File: src/rtl/vec_issue_ctrl_if.sv
// Host push channel and core issue pins of the vector issue sequencer.
// The master drives instructions in; the slave (sequencer) drives the core-facing issue pins.
interface vec_issue_ctrl_if;
  logic [12:0] in_instr;
  logic        in_valid;
  logic        in_ready;
  logic [12:0] proc_instr;
  logic        proc_set;

  modport master (output in_instr, in_valid, input in_ready, proc_instr, proc_set);
  modport slave  (input in_instr, in_valid, output in_ready, proc_instr, proc_set);
endinterface

File: src/rtl/vec_issue_ctrl.sv
// In-order single-issue vector sequencer: FIFO-buffered, issue >=1 cycle after push, spaced by opcode-class latency.
// Backpressure: in_ready drops only when the FIFO is full; pause/WAIT stall issue without dropping pushes.
module vec_issue_ctrl #(
  parameter int DEPTH   = 8,
  parameter int LD_LAT  = 1,
  parameter int ST_LAT  = 1,
  parameter int ADD_LAT = 2,
  parameter int MUL_LAT = 4
) (
  input  logic               clk,
  input  logic               reset,
  vec_issue_ctrl_if.slave    bus,
  input  logic               pause,
  input  logic               flush,
  output logic               busy,
  output logic [15:0]        issued_cnt
);

  localparam int AW   = $clog2(DEPTH);
  localparam int CW   = AW + 1;
  localparam int M1   = (LD_LAT > ST_LAT) ? LD_LAT : ST_LAT;
  localparam int M2   = (ADD_LAT > MUL_LAT) ? ADD_LAT : MUL_LAT;
  localparam int MAXL = (M1 > M2) ? M1 : M2;
  localparam int WW   = (MAXL > 1) ? $clog2(MAXL) : 1;

  typedef enum logic [1:0] {S_IDLE, S_WAIT, S_HALT} state_t;

  logic [12:0]   mem [DEPTH];
  logic [AW-1:0] wr_ptr, rd_ptr;
  logic [CW-1:0] count;
  logic [WW-1:0] wait_cnt;
  logic [WW-1:0] next_wait;
  state_t        state;
  logic [12:0]   head;
  logic          full, empty, push, issue;

  assign head        = mem[rd_ptr];
  assign full        = (count == CW'(DEPTH));
  assign empty       = (count == '0);
  assign bus.in_ready = !full;
  // flush drops a same-cycle push as well as the queued entries
  assign push        = bus.in_valid & !full & !flush;
  // state==S_WAIT exactly when wait_cnt is non-zero
  assign issue       = !flush & !pause & !empty & (state != S_WAIT);
  assign busy        = !empty | (wait_cnt != '0);

  always_comb begin
    next_wait = '0;
    case (head[12:11])
      2'b00:   next_wait = WW'(LD_LAT - 1);
      2'b01:   next_wait = WW'(ST_LAT - 1);
      2'b10:   next_wait = WW'(ADD_LAT - 1);
      default: next_wait = WW'(MUL_LAT - 1);
    endcase
  end

  always_ff @(posedge clk) begin
    if (push) mem[wr_ptr] <= bus.in_instr;
  end

  always_ff @(posedge clk or posedge reset) begin
    if (reset) begin
      wr_ptr         <= '0;
      rd_ptr         <= '0;
      count          <= '0;
      wait_cnt       <= '0;
      state          <= S_IDLE;
      bus.proc_instr <= '0;
      bus.proc_set   <= 1'b0;
      issued_cnt     <= '0;
    end else begin
      if (flush) begin
        wr_ptr <= '0;
        rd_ptr <= '0;
        count  <= '0;
      end else begin
        if (push)  wr_ptr <= wr_ptr + AW'(1);
        if (issue) rd_ptr <= rd_ptr + AW'(1);
        case ({push, issue})
          2'b10:   count <= count + CW'(1);
          2'b01:   count <= count - CW'(1);
          default: ;
        endcase
      end

      bus.proc_set <= issue;
      if (issue) begin
        bus.proc_instr <= head;
        issued_cnt     <= issued_cnt + 16'd1;
      end

      // An op in WAIT keeps counting down even while paused
      if (flush) begin
        wait_cnt <= '0;
        state    <= pause ? S_HALT : S_IDLE;
      end else if (issue) begin
        wait_cnt <= next_wait;
        state    <= (next_wait != '0) ? S_WAIT : S_IDLE;
      end else if (wait_cnt != '0) begin
        wait_cnt <= wait_cnt - WW'(1);
        state    <= (wait_cnt == WW'(1)) ? (pause ? S_HALT : S_IDLE) : S_WAIT;
      end else begin
        state    <= pause ? S_HALT : S_IDLE;
      end
    end
  end

endmodule
File: src/flat_wrapper.sv
// flat-port wrapper written by rule: the top's interface ports become plain ports
module vec_issue_ctrl_flat 
#(
  parameter int DEPTH   = 8,
  parameter int LD_LAT  = 1,
  parameter int ST_LAT  = 1,
  parameter int ADD_LAT = 2,
  parameter int MUL_LAT = 4
)
  (clk, reset, pause, flush, busy, issued_cnt, bus_in_instr, bus_in_valid, bus_in_ready, bus_proc_instr, bus_proc_set);
  vec_issue_ctrl_if bus_i ();
  input  logic clk;
  input  logic reset;
  input  logic pause;
  input  logic flush;
  output logic busy;
  output logic [15:0] issued_cnt;
  input wire logic [$bits(bus_i.in_instr)-1:0] bus_in_instr;
  input wire logic [$bits(bus_i.in_valid)-1:0] bus_in_valid;
  output wire logic [$bits(bus_i.in_ready)-1:0] bus_in_ready;
  output wire logic [$bits(bus_i.proc_instr)-1:0] bus_proc_instr;
  output wire logic [$bits(bus_i.proc_set)-1:0] bus_proc_set;
  assign bus_i.in_instr = bus_in_instr;
  assign bus_i.in_valid = bus_in_valid;
  assign bus_in_ready = bus_i.in_ready;
  assign bus_proc_instr = bus_i.proc_instr;
  assign bus_proc_set = bus_i.proc_set;
  vec_issue_ctrl #(.DEPTH(DEPTH), .LD_LAT(LD_LAT), .ST_LAT(ST_LAT), .ADD_LAT(ADD_LAT), .MUL_LAT(MUL_LAT)) u_core (.clk(clk), .reset(reset), .bus(bus_i), .pause(pause), .flush(flush), .busy(busy), .issued_cnt(issued_cnt));
endmodule
File: config.mk
export PLATFORM = sky130hd
export DESIGN_NAME = vec_issue_ctrl_flat
export DESIGN_NICKNAME = d
export VERILOG_FILES = /design/src/rtl/vec_issue_ctrl_if.sv /design/src/rtl/vec_issue_ctrl.sv /design/src/flat_wrapper.sv
export SDC_FILE = /design/constraint.sdc
export NUM_CORES = 1
export LEC_CHECK = 0
export ABC_AREA = 1
export BUFFER_PORTS_ARGS = -buffer_cell sky130_fd_sc_hd__buf_2
export CAP_MARGIN = 20
export CORE_ASPECT_RATIO = 0.5
export CORE_MARGIN = 2
export CORE_UTILIZATION = 25
export CTS_CLUSTER_DIAMETER = 60
export CTS_CLUSTER_SIZE = 16
export DETAILED_ROUTE_END_ITERATION = 16
export PLACE_DENSITY = 0.4
export SYNTH_ARGS = -nofsm -noshare
export SYNTH_HDL_FRONTEND = slang
export SYNTH_SLANG_ARGS = --single-unit
File: constraint.sdc
create_clock -name clk -period 2 [get_ports clk]
set_clock_uncertainty 0.05 [all_clocks]
set_input_delay 0.4 -clock clk [delete_from_list [all_inputs] [get_ports clk]]
set_output_delay 0.4 -clock clk [all_outputs]
set_load 0.01 [all_outputs]
# == After elaboration in Yosys (flattened, before gate mapping) ==
# Memory sizes are Yosys's and may differ from the RTL's.
# Index checks and enable logic that the tools add are counted.
# word_totals
regBits,44
inputBits,18
memories,1
wordCells,59
ram_bits,104
# mem_list
memory,words,width,read_ports,rd_ports_with_merged_regs,wr,line,source
u_core.mem,8,13,1,0,1,vec_issue_ctrl.sv:28,logic [12:0] mem [DEPTH];
# classes
n_bitwise,6
eq_ne,7
n_reduce_logical,13
addsub,6
muxes,18
# op_table
op,count
$add 16x1->16 const B,1
$mux 2,8
$mux 3,4
$pmux 4 s2,1
$reduce_bool 2->1,4
$add 3x1->3 const B,2
$eq 2x1->1 const B,3
$reduce_bool 3->1,2
$and 1x1->1,5
$add 4x1->4 const B,1
$eq 2x2->1 const B,2
$eq 4x4->1 const B,1
$logic_not 1->1,4
$logic_not 4->1,1
$mux 4,1
$pmux 2 s2,1
$sub 4x1->4 const B,1
$mux 1,3
$logic_not 2->1,1
$ne 2x1->1 const B,1
$reduce_or 2->1,1
$sub 2x1->2 const B,1
$or 1x1->1,1

# == Longest topological paths before layout ==
# An unclocked memory read counts as a cell.
# depth
ltp_word,8
ltp_mapped,14

# == Worst setup path after synthesis ==
# OpenSTA, ideal clock, no wires.
# synth_timing
path_kind,register -> register
start,reg u_core.count[3]
end,mem u_core.mem[4][0] (enable)
arrival_time_ns,1.544
required_ns,1.568
synth_period_minus_slack_ns,1.976
setup_time_ns,0.382
path_slack_ns,0.024
n_path_buf,0
path_stages_with_launch,8
cell_sequence,dfrtp_1 -> inv_1 -> nor2_1 -> nand2_1 -> nand3_2 -> inv_1 -> nand2_1 -> nor2_1
# synth_via
elab_chain_len,6
# synth_lines
element,line,source
start: declaration,vec_issue_ctrl.sv:30,logic [CW-1:0] count;
start signal: assignment,vec_issue_ctrl.sv:80,2'b10: count <= count + CW'(1);
start signal: assignment,vec_issue_ctrl.sv:81,2'b01: count <= count - CW'(1);
$eq 4x4->1,vec_issue_ctrl.sv:38,assign full = (count == CW'(DEPTH));
$logic_not 1->1,n/a,
named net bus_in_ready,flat_wrapper.sv:20,output wire logic [$bits(bus_i.in_ready)-1:0] bus_in_ready;
$and 1x1->1 (2 in a row),vec_issue_ctrl.sv:42,assign push = bus.in_valid & !full & !flush;
$mux 1,vec_issue_ctrl.sv:58,if (push) mem[wr_ptr] <= bus.in_instr;
$mux 1 (not written as such),vec_issue_ctrl.sv:58,
end: declaration,vec_issue_ctrl.sv:28,
# The timed path passes the listed nets, and every way through them passes these cells.

# == Worst setup path in the final report ==
# layout_timing
start,reg u_core.count[0]
end,reg u_core.count[3]
# layout_via
elab_chain_len,7
elab_cells_between_ends,15
cone_classes,add/sub (2); eq/ne (3); mux (2); bitwise (4); reduce/logical (4)
# layout_lines
element,line,source
$eq 4x4->1 / $logic_not 4->1 (equally long branches),"vec_issue_ctrl.sv:38, vec_issue_ctrl.sv:39",
"$logic_not 1->1, on equally long branches","vec_issue_ctrl.sv:42, vec_issue_ctrl.sv:44",
"$and 1x1->1, on equally long branches (2 in a row)","vec_issue_ctrl.sv:42, vec_issue_ctrl.sv:44",
$eq 2x1->1 / $eq 2x2->1 (equally long branches),vec_issue_ctrl.sv:79,"case ({push, issue})"
$pmux 4 s2,vec_issue_ctrl.sv:79,
$mux 4,vec_issue_ctrl.sv:72,if (flush) begin
# Several ways; a longest one is shown, not always the timed one.
# A chain may end at the register's enable or synchronous reset.

==> flow_metrics.env <==
export IMPL_synth_edf_count=104
export IMPL_r2r_end="u_core.count[3]$_DFFE_PP0P_"
export IMPL_hold_path_depth=1
export IMPL_yosys_most_used_dff="edfxtp_1"
export IMPL_synth_cell_types=30
export IMPL_dr_pass1_iters=5
export IMPL_maxSlewViolCount=0
export IMPL_crit_type="reg2reg"
export IMPL_hold_start="bus_in_instr[9]"
export IMPL_synth_commonest_cells="edfxtp_1 (104), nand2_1 (95), nor2_1 (78)"
export IMPL_die_w_um=225
export IMPL_critPathRequiredTime_ns=2.27
export IMPL_core_area_um2=23900
export IMPL_utilization=0.315
export IMPL_power_density_nw_per_um2=1160
export IMPL_cts_tree="yes"
export IMPL_worst_path_buf_inv=2
export IMPL_intPower_uw=6090
export IMPL_synth_area_per_cell_um2=11.6
export IMPL_num_vias=4056
export IMPL_p_leak_uw=0.00301
export IMPL_clk_latency_ns=0.43
export IMPL_drive_above_1_share=0.203
export IMPL_num_rows=40
export IMPL_slowest_stage="dfrtp_1"
export IMPL_swShare=0.304
export IMPL_startpoint_type="flip-flop"
export IMPL_hpwlAfterDp_mm=9.83
export IMPL_p_switching_uw=2660
export IMPL_synth_nets=551
export IMPL_worstSetupStartpoint="u_core.count[0]$_DFFE_PP0P_"
export IMPL_fin_crit_sh=0.938
export IMPL_min_path_type="in2reg"
export IMPL_grt_overflow=0
export IMPL_synth_top_area_frac=0.513
export IMPL_nets=627
export IMPL_diodes=0
export IMPL_clk_path_buf_depth=2
export IMPL_relSlewSlack=0.695
export IMPL_synth_warnings=0
export IMPL_crit_arrival_ns=2.14
export IMPL_min_period_ns=1.88
export IMPL_async_flop_share=0.297
export IMPL_rsz0062_at_grt="no"
export IMPL_ys_ff_latch=148
export IMPL_grt_max_degree=49
export IMPL_syn_inst=526
export IMPL_cts_root_buf="clkbuf_16"
export IMPL_status="finished, final reports clean"
export IMPL_io_pins=50
export IMPL_synthTopCellsByArea="edfxtp_1 (51%), dfrtp_1 (18%), nand2_1 (5.9%)"
export IMPL_numCtsBuffers=17
export IMPL_antenna_found_initial=0
export IMPL_cpMostUsedCell="nand2_1"
export IMPL_critical_path_top_delay_family="simple AND/OR/NAND/NOR gates"
export IMPL_setup_violations=0
export IMPL_synth_most_common_cell="edfxtp_1"
export IMPL_io_buffers=49
export IMPL_wire_per_inst_um=16.6
export IMPL_initial_core_util=0.254
export IMPL_wl_mm=15.4
export IMPL_fmaxAchievable_ghz=0.533
export IMPL_synth_largest_area_cell="edfxtp_1"
export IMPL_post_drt_via_cell_ratio=4.36
export IMPL_track_usage=0.127
export IMPL_max_stage_delay_ns=0.42
export IMPL_crit_chain="inv_1, nand2_1, nor2_2, nor2_4, nand2_1, inv_1, ha_1, nand2_1, nand3b_1, nand2_1, nand2_1, nand3_1, nand2_1"
export IMPL_sequentialPowerShare=0.433
export IMPL_die_area_um2=25700
export IMPL_clock_sinks=148
export IMPL_grt_first_pass_wirelength_mm=23.8
export IMPL_drcViolationCount=0
export IMPL_tightest_slew_ns=0.457
export IMPL_r2r_slack_ns=0.12
export IMPL_die_h_um=114
export IMPL_grt_pass1_vias=3936
export IMPL_h_tree_depth=4
export IMPL_syn_to_final_growth_pct=23.9
export IMPL_path_clk_slew_ns=0.07
export IMPL_nFillCells=2432
export IMPL_irDropWorstVdd_v=0.000658
export IMPL_tns_ns=0
export IMPL_reg2reg_from="u_core.count[0]$_DFFE_PP0P_"
export IMPL_worstRegToRegCells=13
export IMPL_path_depth=13
export IMPL_ant_nets=0
export IMPL_cap_violations=0
export IMPL_drtIter0Drc=365
export IMPL_min_to="u_core.mem[6][9]$_DFFE_PP_"
export IMPL_worstPathMaxFanout=4
export IMPL_clock_power_share=0.363
export IMPL_gp_congestion=0.803
export IMPL_ys_seq_area_frac=0.694
export IMPL_combPwrFrac=0.204
export IMPL_end_kind="flip-flop"
export IMPL_finalHoldViolations=0
export IMPL_synth_area_um2=6080
## how the worst max path moves through the flow
stage                                  end  slack [ns]
2_1_floorplan   u_core.mem[4][0]$_DFFE_PP_        0.02
3_3_place_gp   u_core.count[3]$_DFFE_PP0P_        0.11
3_5_place_dp   u_core.count[3]$_DFFE_PP0P_        0.13
4_1_cts                               busy        0.09
5_1_grt        u_core.count[3]$_DFFE_PP0P_       0.002
6_report       u_core.count[3]$_DFFE_PP0P_        0.12
## area by class of cell
cell class              count  area [µm²]  area share
inverters                  32         120      0.0159
repair buffers             79         573      0.0760
multi-input cells         324        1650       0.218
flip-flops and latches    148        4220       0.560
well taps                 315         394      0.0523
clock buffers              17         425      0.0564
clock inverters            15         156      0.0207
## state kept, by name, summed over array words and instances (netlist names)
| signal | count |
|---|---|
| u_core.bus.proc_set | 1 |
| u_core.bus.proc_instr | 13 |
| u_core.wr_ptr | 3 |
| u_core.mem | 104 |
| u_core.rd_ptr | 3 |
| u_core.state | 2 |
| u_core.issued_cnt | 16 |
| u_core.wait_cnt | 2 |
| u_core.count | 4 |
## routing by layer
layer,global-route usage,share of wire,wire [µm]
met1,0.178,0.51,7850
met2,0.190,0.45,6890
met3,0.0357,0.035,539
met4,0.0428,0.011,168
met5,0,0,0
## placed cells by master, fill, tap and decap left out, types with 5 or more instances in the layout
cell and instances:
buf_2 49, o221ai_1 11, buf_12 8, inv_1 26, ha_1 7, o21ai_0 60, o22ai_1 15, nand3_1 10
nor2_1 78, inv_2 6, xor2_1 5, o211ai_1 11, dfrtp_1 44, nand2_1 95, clkbuf_16 17, buf_4 21
xnor2_1 7, edfxtp_1 104
## cells by family after synthesis
| family | after synthesis | synth area share |
|---|---|---|
| fa+ha+maj | 7 | 0.0144 |
| buf+inv | 54 | 0.0360 |
| xor+xnor | 12 | 0.0173 |
| compound gates | 103 | 0.0999 |
| flops | 148 | 0.694 |
| simple gates | 202 | 0.138 |
## through the flow
step | std cells | hold WS, ns | worst slack [ns] | power [µW] | cell area [µm²]
after global placement | 896 | 0.385 | 0.112 | 5650 | 6940
after global routing | 930 | 0.167 | 0.00192 | 9220 | 7540
after detailed placement | 896 | 0.395 | 0.131 | 5660 | 6940
final | 930 | 0.194 | 0.123 | 8750 | 7540
after CTS | 929 | 0.164 | 0.0924 | 8870 | 7530
after floorplan | 526 | 0.399 | 0.0237 | 4870 | 6080
## timing repair
action                                 CTS  global route
setup endpoints to repair                0             2
endpoints found under the hold margin   17             0
gates resized for setup                  0             2
buffers inserted                         0             1
hold buffers                             1             0
## power groups by stage
stage | logic (µW) | registers [µW] | clock network (µW)
floorplan | 976 | 3890 | 0
global placement | 1800 | 3850 | 0
detailed placement | 1810 | 3850 | 0
CTS | 1820 | 3790 | 3270
global route | 2010 | 3820 | 3390
finish | 1780 | 3790 | 3170
No activity file was read; power rests on OpenSTA's default activity.
